--- src/rtl/beamformer_pkg.sv ---
// Shared constants and types for the 4-channel beamformer datapath.
// Lane k of a multi-lane bus carries channel CHxx where CHxx == k.
package beamformer_pkg;

  localparam int SDATA_WIDTH   = 128;
  localparam int SSAMPLE_WIDTH = 16;
  localparam int SAMPLES       = SDATA_WIDTH / SSAMPLE_WIDTH;
  localparam int NUM_CH        = 4;
  localparam int TKEEP_WIDTH   = SDATA_WIDTH / 8;

  localparam int CH00 = 0;
  localparam int CH01 = 1;
  localparam int CH20 = 2;
  localparam int CH21 = 3;

  localparam logic [TKEEP_WIDTH-1:0] TKEEP_ALL_ONES = '1;

  typedef enum logic {
    FRAME_IDLE,
    FRAME_BUSY
  } frame_state_e;

endpackage

--- src/rtl/axis_skid_buffer.sv ---
// Two-entry AXI-stream buffer (data + tlast) with a registered not_full flag.
// not_full only reflects the stored count, so upstream ready never depends on m_ready.
module axis_skid_buffer #(
  parameter int DATA_W = 128
) (
  input  logic              clock,
  input  logic              reset,
  input  logic [DATA_W-1:0] s_data,
  input  logic              s_last,
  input  logic              s_valid,
  output logic [DATA_W-1:0] m_data,
  output logic              m_last,
  output logic              m_valid,
  input  logic              m_ready,
  output logic              not_full
);

  logic [DATA_W-1:0] data_q [2];
  logic [DATA_W-1:0] data_d [2];
  logic [1:0]        last_q, last_d;
  logic              rd_ptr_q, rd_ptr_d;
  logic              wr_ptr_q, wr_ptr_d;
  logic [1:0]        count_q, count_d;
  logic              not_full_q, not_full_d;
  logic              push, pop;

  always_comb begin
    // NOTE: every signal written here gets its default first, so no path can infer a latch.
    data_d     = data_q;
    last_d     = last_q;
    rd_ptr_d   = rd_ptr_q;
    wr_ptr_d   = wr_ptr_q;
    count_d    = count_q;

    pop  = (count_q != 2'd0) && m_ready;
    push = s_valid && ((count_q != 2'd2) || pop);

    if (push) begin
      data_d[wr_ptr_q] = s_data;
      last_d[wr_ptr_q] = s_last;
      wr_ptr_d         = ~wr_ptr_q;
    end
    if (pop) begin
      rd_ptr_d = ~rd_ptr_q;
    end

    unique case ({push, pop})
      2'b10:   count_d = count_q + 2'd1;
      2'b01:   count_d = count_q - 2'd1;
      default: count_d = count_q;
    endcase

    not_full_d = (count_d != 2'd2);
  end

  // NOTE: state updates use non-blocking assignments so every flop samples pre-edge values.
  always_ff @(posedge clock) begin
    if (reset) begin
      // NOTE: the storage is cleared on reset because outputs must read as zero afterwards.
      data_q     <= '{default: '0};
      last_q     <= '0;
      rd_ptr_q   <= 1'b0;
      wr_ptr_q   <= 1'b0;
      count_q    <= 2'd0;
      not_full_q <= 1'b1;
    end else begin
      data_q     <= data_d;
      last_q     <= last_d;
      rd_ptr_q   <= rd_ptr_d;
      wr_ptr_q   <= wr_ptr_d;
      count_q    <= count_d;
      not_full_q <= not_full_d;
    end
  end

  assign m_data   = data_q[rd_ptr_q];
  assign m_last   = last_q[rd_ptr_q];
  assign m_valid  = (count_q != 2'd0);
  assign not_full = not_full_q;

endmodule

--- src/rtl/axis_splitter.sv ---
// Fans one complex AXI-stream out to every enabled beamformer channel lane.
// The lane mask is frozen for the duration of a frame so no lane sees a partial frame.
module axis_splitter
  import beamformer_pkg::*;
#(
  parameter int SDATA_WIDTH   = beamformer_pkg::SDATA_WIDTH,
  parameter int SSAMPLE_WIDTH = beamformer_pkg::SSAMPLE_WIDTH,
  parameter int SAMPLES       = SDATA_WIDTH / SSAMPLE_WIDTH,
  parameter int NUM_CH        = beamformer_pkg::NUM_CH,
  parameter int FCNT_WIDTH    = 16
) (
  input  logic                                 clock,
  input  logic                                 reset,
  input  logic                                 s_axis_real_tvalid,
  input  logic                                 s_axis_imag_tvalid,
  output logic                                 s_axis_real_tready,
  output logic                                 s_axis_imag_tready,
  input  logic [SDATA_WIDTH-1:0]               s_axis_real_tdata,
  input  logic [SDATA_WIDTH-1:0]               s_axis_imag_tdata,
  input  logic                                 s_axis_real_tlast,
  input  logic                                 s_axis_imag_tlast,
  input  logic [NUM_CH-1:0]                    chan_enable,
  output logic [NUM_CH*SDATA_WIDTH-1:0]        m_axis_real_tdata,
  output logic [NUM_CH*SDATA_WIDTH-1:0]        m_axis_imag_tdata,
  output logic [NUM_CH*(SDATA_WIDTH/8)-1:0]    m_axis_real_tkeep,
  output logic [NUM_CH*(SDATA_WIDTH/8)-1:0]    m_axis_imag_tkeep,
  output logic [NUM_CH-1:0]                    m_axis_real_tlast,
  output logic [NUM_CH-1:0]                    m_axis_imag_tlast,
  output logic [NUM_CH-1:0]                    m_axis_real_tvalid,
  output logic [NUM_CH-1:0]                    m_axis_imag_tvalid,
  input  logic [NUM_CH-1:0]                    m_axis_real_tready,
  input  logic [NUM_CH-1:0]                    m_axis_imag_tready,
  output logic [FCNT_WIDTH-1:0]                frame_count,
  output logic                                 tlast_mismatch
);

  localparam int KEEP_W = SAMPLES * SSAMPLE_WIDTH / 8;

  frame_state_e          state_q, state_d;
  logic [NUM_CH-1:0]     active_mask_q, active_mask_d;
  logic                  started_q, started_d;
  logic [FCNT_WIDTH-1:0] frame_count_q, frame_count_d;
  logic                  mismatch_q, mismatch_d;

  logic [NUM_CH-1:0]     nf_real, nf_imag;
  logic [NUM_CH-1:0]     push;
  logic                  fork_ready, s_ready, accept;

  // Built only from registered state; an empty mask makes the fork a sink.
  assign fork_ready = &(~active_mask_q | (nf_real & nf_imag));
  // Held off until the mask has been loaded once after reset.
  assign s_ready    = started_q & fork_ready;
  assign accept     = s_axis_real_tvalid & s_axis_imag_tvalid & s_ready;
  assign push       = {NUM_CH{accept}} & active_mask_q;

  always_comb begin
    state_d       = state_q;
    active_mask_d = active_mask_q;
    started_d     = 1'b1;
    frame_count_d = frame_count_q;
    mismatch_d    = mismatch_q;

    if (accept) begin
      if (s_axis_real_tlast) begin
        state_d       = FRAME_IDLE;
        active_mask_d = chan_enable;
        frame_count_d = frame_count_q + FCNT_WIDTH'(1);
      end else begin
        state_d = FRAME_BUSY;
      end
      if (s_axis_real_tlast != s_axis_imag_tlast) begin
        mismatch_d = 1'b1;
      end
    end else if (state_q == FRAME_IDLE) begin
      active_mask_d = chan_enable;
    end
  end

  always_ff @(posedge clock) begin
    if (reset) begin
      state_q       <= FRAME_IDLE;
      active_mask_q <= '0;
      started_q     <= 1'b0;
      frame_count_q <= '0;
      mismatch_q    <= 1'b0;
    end else begin
      state_q       <= state_d;
      active_mask_q <= active_mask_d;
      started_q     <= started_d;
      frame_count_q <= frame_count_d;
      mismatch_q    <= mismatch_d;
    end
  end

  for (genvar k = 0; k < NUM_CH; k++) begin : g_lane
    axis_skid_buffer #(.DATA_W(SDATA_WIDTH)) u_real (
      .clock    (clock),
      .reset    (reset),
      .s_data   (s_axis_real_tdata),
      .s_last   (s_axis_real_tlast),
      .s_valid  (push[k]),
      .m_data   (m_axis_real_tdata[k*SDATA_WIDTH +: SDATA_WIDTH]),
      .m_last   (m_axis_real_tlast[k]),
      .m_valid  (m_axis_real_tvalid[k]),
      .m_ready  (m_axis_real_tready[k]),
      .not_full (nf_real[k])
    );

    axis_skid_buffer #(.DATA_W(SDATA_WIDTH)) u_imag (
      .clock    (clock),
      .reset    (reset),
      .s_data   (s_axis_imag_tdata),
      .s_last   (s_axis_imag_tlast),
      .s_valid  (push[k]),
      .m_data   (m_axis_imag_tdata[k*SDATA_WIDTH +: SDATA_WIDTH]),
      .m_last   (m_axis_imag_tlast[k]),
      .m_valid  (m_axis_imag_tvalid[k]),
      .m_ready  (m_axis_imag_tready[k]),
      .not_full (nf_imag[k])
    );

    assign m_axis_real_tkeep[k*KEEP_W +: KEEP_W] = m_axis_real_tvalid[k] ? TKEEP_ALL_ONES : '0;
    assign m_axis_imag_tkeep[k*KEEP_W +: KEEP_W] = m_axis_imag_tvalid[k] ? TKEEP_ALL_ONES : '0;
  end

  assign s_axis_real_tready = s_ready;
  assign s_axis_imag_tready = s_ready;
  assign frame_count        = frame_count_q;
  assign tlast_mismatch     = mismatch_q;

endmodule

--- config.mk ---
export PLATFORM = sky130hd
export DESIGN_NAME = axis_splitter
export DESIGN_NICKNAME = d
export VERILOG_FILES = /design/src/rtl/beamformer_pkg.sv /design/src/rtl/axis_skid_buffer.sv /design/src/rtl/axis_splitter.sv
export SDC_FILE = /design/constraint.sdc
export NUM_CORES = 2
export LEC_CHECK = 0
export BUFFER_PORTS_ARGS = -buffer_cell sky130_fd_sc_hd__buf_4
export CORE_AREA = 2 2 561 563
export CTS_BUF_LIST = sky130_fd_sc_hd__clkbuf_4 sky130_fd_sc_hd__clkbuf_8
export CTS_CLUSTER_DIAMETER = 60
export CTS_CLUSTER_SIZE = 20
export DETAILED_ROUTE_END_ITERATION = 6
export DIE_AREA = 0 0 563 565
export PLACE_DENSITY = 0.58
export SLEW_MARGIN = 15
export SYNTH_ARGS = -nofsm -noshare
export SYNTH_HDL_FRONTEND = slang
export SYNTH_SLANG_ARGS = --single-unit
--- constraint.sdc ---
create_clock -name clock -period 8.2 [get_ports clock]
set_input_delay 1.64 -clock clock [delete_from_list [all_inputs] [get_ports clock]]
set_output_delay 1.64 -clock clock [all_outputs]
set_load 0.03 [all_outputs]
## Word-level counts from Yosys, hierarchy flattened

Index checks and enable logic that the tools add are counted.

- Flip-flop bits (word level): 2127
- Word-level logic and storage cells: 361

- Bitwise logic cells: 39
- Mux-type cells: 109
- $add $sub $neg: 17
- $lt $le $gt $ge: 48
- Equality and inequality tests: 35
- Reductions and logical operators: 52

Operators by type and width:

| operator | count |
|---|---|
| $mux 128 | 32 |
| $bwmux 256 | 8 |
| $demux 128 s1 | 8 |
| $mux 16 | 8 |
| $ne 2x2->1 const B | 17 |
| $ge 2x2->1 const B | 16 |
| $logic_and 1x1->1 | 32 |
| $lt 1x2->1 const B | 16 |
| $not 1->2 | 16 |
| $pmux 2 s2 | 8 |
| $mux 1 | 26 |
| $add 16x1->16 const B | 1 |
| $add 2x1->2 const B | 8 |
| $bwmux 2 | 8 |
| $eq 2x1->1 const B | 8 |
| $eq 2x2->1 const B | 8 |
| $lt 2x1->1 const B | 8 |
| $not 1->1 | 16 |
| $reduce_bool 2->1 | 8 |
| $sub 2x1->2 const B | 8 |
| $mux 4 | 3 |
| $and 4x4->4 | 2 |
| $demux 1 s1 | 8 |
| $ge 1x1->1 const B | 8 |
| 8 further kinds | 19 |

## Depth between registers and ports, before layout

- Depth after elaboration: 10
- Mapped depth: 13
- Gate-level depth less buffers: 9

## Cells and area by module

From an unflattened synthesis, not the netlist that was laid out.

- Cells, all modules: 10736
- Area total of the unflattened synthesis: 101665.0 um^2

By module, submodules not included:

| module | sequential area each (um^2) | instances | area an instance (um^2) | cells an instance |
|---|---|---|---|---|
| axis_skid_buffer | 5265.0 | 8 | 12418.2 | 1306 |
| axis_splitter | 460.4 | 1 | 2319.7 | 288 |

## Least setup slack after synthesis

Ideal clock, no wire load.

- Kind: flip-flop to output port
- From: register active_mask_q[3]
- To: output port s_axis_real_tready
- Cell stages (with the launch flop): 9
- Path buffers: 5
- Slack: 4.161 ns
- Required time: 6.560 ns
- Data arrival time: 2.399 ns
- Cells stage by stage: dfxtp_1 > a21boi_1 > or4b_4 > buf_6 > clkbuf_1 > clkbuf_1 > clkbuf_1 > nor2_1 > buf_4

- Longest elaborated chain between the ends: 4

RTL lines:

| item | RTL line | text |
|---|---|---|
| from (decl) | axis_splitter.sv:40 | `logic [NUM_CH-1:0] active_mask_q, active_mask_d;` |
| from (signal assigned) | axis_splitter.sv:88 | `active_mask_q <= active_mask_d;` |
| $not 4->4 | axis_splitter.sv:50 | `assign fork_ready = &(~active_mask_q \| (nf_real & nf_imag));` |
| $or 4x4->4 | axis_splitter.sv:50 |  |
| $reduce_and 4->1 | axis_splitter.sv:50 |  |
| $and 1x1->1 | axis_splitter.sv:52 | `assign s_ready = started_q & fork_ready;` |
| to (decl) | axis_splitter.sv:16 | `output logic s_axis_real_tready,` |

Every way passes these cells.

## Final worst setup path

- From: register g_lane[0].u_imag.rd_ptr_q
- To: output port m_axis_imag_tdata[43]

- Longest elaborated chain between the ends: 4

RTL lines:

| item | RTL line | text |
|---|---|---|
| from (decl) | axis_skid_buffer.sv:21 | `logic rd_ptr_q, rd_ptr_d;` |
| from (signal assigned) | axis_skid_buffer.sv:69 | `rd_ptr_q <= rd_ptr_d;` |
| $not 1->2 (implied by the code) | axis_skid_buffer.sv:76 | `assign m_data = data_q[rd_ptr_q];` |
| $mux 128 (implied by the code) (3 in a row) | axis_skid_buffer.sv:76 |  |
| to (decl) | axis_splitter.sv:24 | `output logic [NUM_CH*SDATA_WIDTH-1:0] m_axis_imag_tdata,` |

Every way passes these cells. The select of a mux whose other input is x is not followed.

==> impl_results.md <==
- CTS Buffer Depth: 4
- DR iter-0 viols: 4164
- Max Freq: 193 MHz
- Mapped cell area: 89200 um^2
- Post-synth EDFFs: 0
- CTS Hold Buffers Added: 0
- CTS root buf: clkbuf_8
- Grt ovf: 0
- Hold crit path type: reg2reg
- Routed via count: 66206
- Wire per inst: 24.0 um
- Status: complete, no violations
- Layout Area Growth over Synthesis: 20.3%
- Nets@finish: 9845
- Synth warn: 0
- Setup bufs post-CTS: 0
- Post-layout util: 34.5%
- Slew @ Worst Pin: 1.43 ns
- Final Cycle Share: 63.3%
- Hold Crit Start: g_lane[3].u_real.data_q[190]$_SDFFE_PP0P_
- Layout cells sized above 1: 30.7%
- PD cells: 182 nW/um^2
- Number of cell rows: 205
- Setup TNS: 0 ns
- CP Launch Type: flip-flop
- Dpl hpwl: 234000 um
- Synth area leader: dfxtp_1
- Ys async rst share: 0%
- Synth Flop Type: dfxtp_1
- Setup Skew: 0.0919 ns
- GR Util All Layers: 20.0%
- Drt first pass iters: 5
- Die Area: 318000 um^2
- Area share of the largest cell type after synthesis: 47.7%
- Count of cell types in the netlist: 45
- Worst EP required: 6.56 ns
- Sequential share of the synthesized area: 47.7%
- Core ar.: 311000 um^2
- Synthesized area per cell: 10.4 um^2
- CTS HTree Levels: 4
- Final setup viols: 0
- Placer Congestion: 0.859
- Mapped Nets: 8881
- Crit path max fanout: 65
- Vias per cell: 4.76
- Reg2reg path depth: 6
- Resize count post-CTS: 0
- Max-slew violation count: 0
- Busiest grt layer: met2
- Lkg Pwr: 53.9 nW
- FF+latch count, synth: 2127
- Global Route met3 Usage: 5.55%
- Critical path endpoint category: output port
- Clock sink count: 2127
- Initial core utilization: 28.7%
- Critical path class: reg2out
- CTS tree: built
- IO Port Bufs: 1460
- Hold EP: g_lane[3].u_real.data_q[190]$_SDFFE_PP0P_
- Drt total wl: 334000 um
- Clock latency at the later pin of the worst-skew pair: 1.03 ns
- Post-route DRC violation count: 0
- Final min period: 5.19 ns
- RSZ-0062 raised after global routing: no
- Clk slew on worst S/H paths: 0.09 ns
- Worst EP arrival: 3.55 ns
- VDD IR max: 0.126 mV
- Max-slew headroom: 4.86%
- Top post-synthesis cells by area: dfxtp_1 (48%), mux2i_1 (23%), mux2_2 (13%), nand2_1 (9.9%), clkbuf_1 (1.6%)
- Die X: 563 um
- ANT nets after route: 0
- Cells on Worst Hold Path: 2
- Reg-to-Reg Start: active_mask_q[0]$_SDFFE_PP0P_
- Largest net degree at the start of global routing: 209
- Worst reg2reg path endpoint: g_lane[2].u_real.data_q[192]$_SDFFE_PP0P_
- Worst reg2reg setup slack: 4.11 ns
- Grt met2 use: 32.5%
- # IOs: 1461
- Die Y: 565 um
- Max Cap Violations: 0
- First-pass GRT wire length: 471000 um
- Hold Vio Cnt, Final: 0
- CTS buffer count: 192
- Initial antenna violation count: 40
- Vias in the first global route: 66561
- Gate Count Post-Synth: 8598
- GR Util met1: 24.2%
==> report_power, final <==
group / total (W) / internal (W) / switching (W)
sequential: 0.0105 / 0.0104 / 0.0000744
combinational: 0.00158 / 0.000492 / 0.00109
clock: 0.00745 / 0.00305 / 0.00441
==> metrics by stage <==
| stage | hold slack, ns | cell area, um^2 | setup WS (ns) | power (W) | instances |
|---|---|---|---|---|---|
| finish | 0.459 | 107000 | 3.01 | 0.0195 | 13897 |
| detailed placement | 0.444 | 103000 | 3.03 | 0.0123 | 13508 |
| global route | 0.474 | 107000 | 2.82 | 0.0202 | 13884 |
| floorplan | 0.431 | 89200 | 4.16 | 0.0117 | 8598 |
| global placement | 0.438 | 103000 | 3.13 | 0.0123 | 13508 |
| CTS | 0.461 | 107000 | 2.86 | 0.0197 | 13865 |
==> placed cells by master (no fill, tap or decap), types with 8 or more instances in the layout <==
cell type,n
a21oi_1,22
and2_1,9
buf_12,33
buf_4,1506
bufinv_16,11
clkbuf_4,14
clkbuf_8,208
clkinv_2,18
clkinv_4,12
clkinv_8,18
clkinvlp_4,13
dfxtp_1,2119
dfxtp_4,8
diode_2,32
ha_1,9
inv_1,16
inv_12,9
inv_6,31
inv_8,20
mux2_2,1035
mux2i_1,2064
nand2_1,2346
nand2b_1,8
nand4_1,9
nor2_1,26
o21ai_0,12
o31ai_1,12
o41ai_1,8
or2_2,19
or3_1,15
or4_4,8
xnor2_1,16
xor2_1,9
==> cell usage after synthesis, types with 3 or more instances <==
library cell and count:
and3_1 3, buf_1 87, mux2_2 1035, nor3_1 3, dfxtp_1 2127, o41ai_1 8, or3_1 18, xnor2_1 16
buf_2 114, or4_1 12, ha_1 9, o311ai_0 7, a2111oi_0 4, buf_6 33, nand4_1 9, and4_1 3
nand2b_1 8, a21boi_0 3, o31ai_1 12, a21oi_1 22, o21ai_0 12, a221oi_1 4, nand2_1 2346, nor4_1 3
nor2_1 26, clkbuf_1 389, buf_4 146, xor2_1 9, mux2i_1 2064, or2_2 19, nand3_1 6, inv_1 16
and2_1 9
==> logic make-up (layout without fill, tap and decap cells) <==
group                      after synthesis  in the layout  share of synthesized area, %
muxes                                 3099           3099                          36.2
buffers and inverters                  786           1913                          4.36
other                                    0             32                             0
DFF                                   2127           2127                          47.7
AOI/OAI and AO/OA                       79             79                         0.607
and+or+nand+nor                       2473           2473                          10.7
adders and majority gates                9              9                         0.126
xor gates and xnor gates                25             25                         0.245
==> worst max-delay path by stage <==
stage | start | end | slack (ns) | cells after the start
CTS | g_lane[0].u_imag.rd_ptr_q$_SDFFE_PP0P_ | m_axis_imag_tdata[43] | 2.86 | 4
global placement | s_axis_real_tvalid | g_lane[3].u_imag.data_q[253]$_SDFFE_PP0P_ | 3.13 | 8
global route | g_lane[0].u_imag.rd_ptr_q$_SDFFE_PP0P_ | m_axis_imag_tdata[43] | 2.82 | 4
detailed placement | s_axis_imag_tvalid | g_lane[3].u_imag.data_q[251]$_SDFFE_PP0P_ | 3.03 | 8
floorplan | active_mask_q[3]$_SDFFE_PP0P_ | s_axis_real_tready | 4.16 | 8
finish | g_lane[0].u_imag.rd_ptr_q$_SDFFE_PP0P_ | m_axis_imag_tdata[43] | 3.01 | 4
==> area by class of cell <==
type,instances,area (um^2)
Multi-Input combinational cell,5685,42800
Inverter,17,71.3
Sequential cell,2127,42600
Antenna cell,32,80.1
Clock inverter,135,1630
Fill cell,31234,204000
Timing Repair Buffer,1539,12000
Clock buffer,222,2970
Tap cell,4140,5180
==> layer usage <==
layer / vias to the layer above / share of wire, %
met4: 16 / 5.4
li1: 30843 / -
met3: 510 / 7.7
met5: - / 0.030
met2: 2048 / 46
met1: 32789 / 41
==> registers in the layout, summed over array words and instances (netlist names), 4 cells and up <==
name / count
g_lane.u_imag.wr_ptr_q: 4
g_lane.u_imag.rd_ptr_q: 4
g_lane.u_imag.not_full: 4
frame_count: 16
g_lane.u_real.rd_ptr_q: 4
g_lane.u_real.data_q: 1024
g_lane.u_imag.count_q: 8
g_lane.u_real.last_q: 8
g_lane.u_imag.last_q: 8
g_lane.u_real.not_full: 4
g_lane.u_real.count_q: 8
g_lane.u_imag.data_q: 1024
g_lane.u_real.wr_ptr_q: 4
active_mask_q: 4
==> critical path, stage by stage, from the launching register on <==
cell and delay [ns]:
dfxtp_4 0.86, buf_12 0.39, buf_4 0.40, mux2_2 0.45, buf_4 0.19
Power figures use the tool's default switching activity.
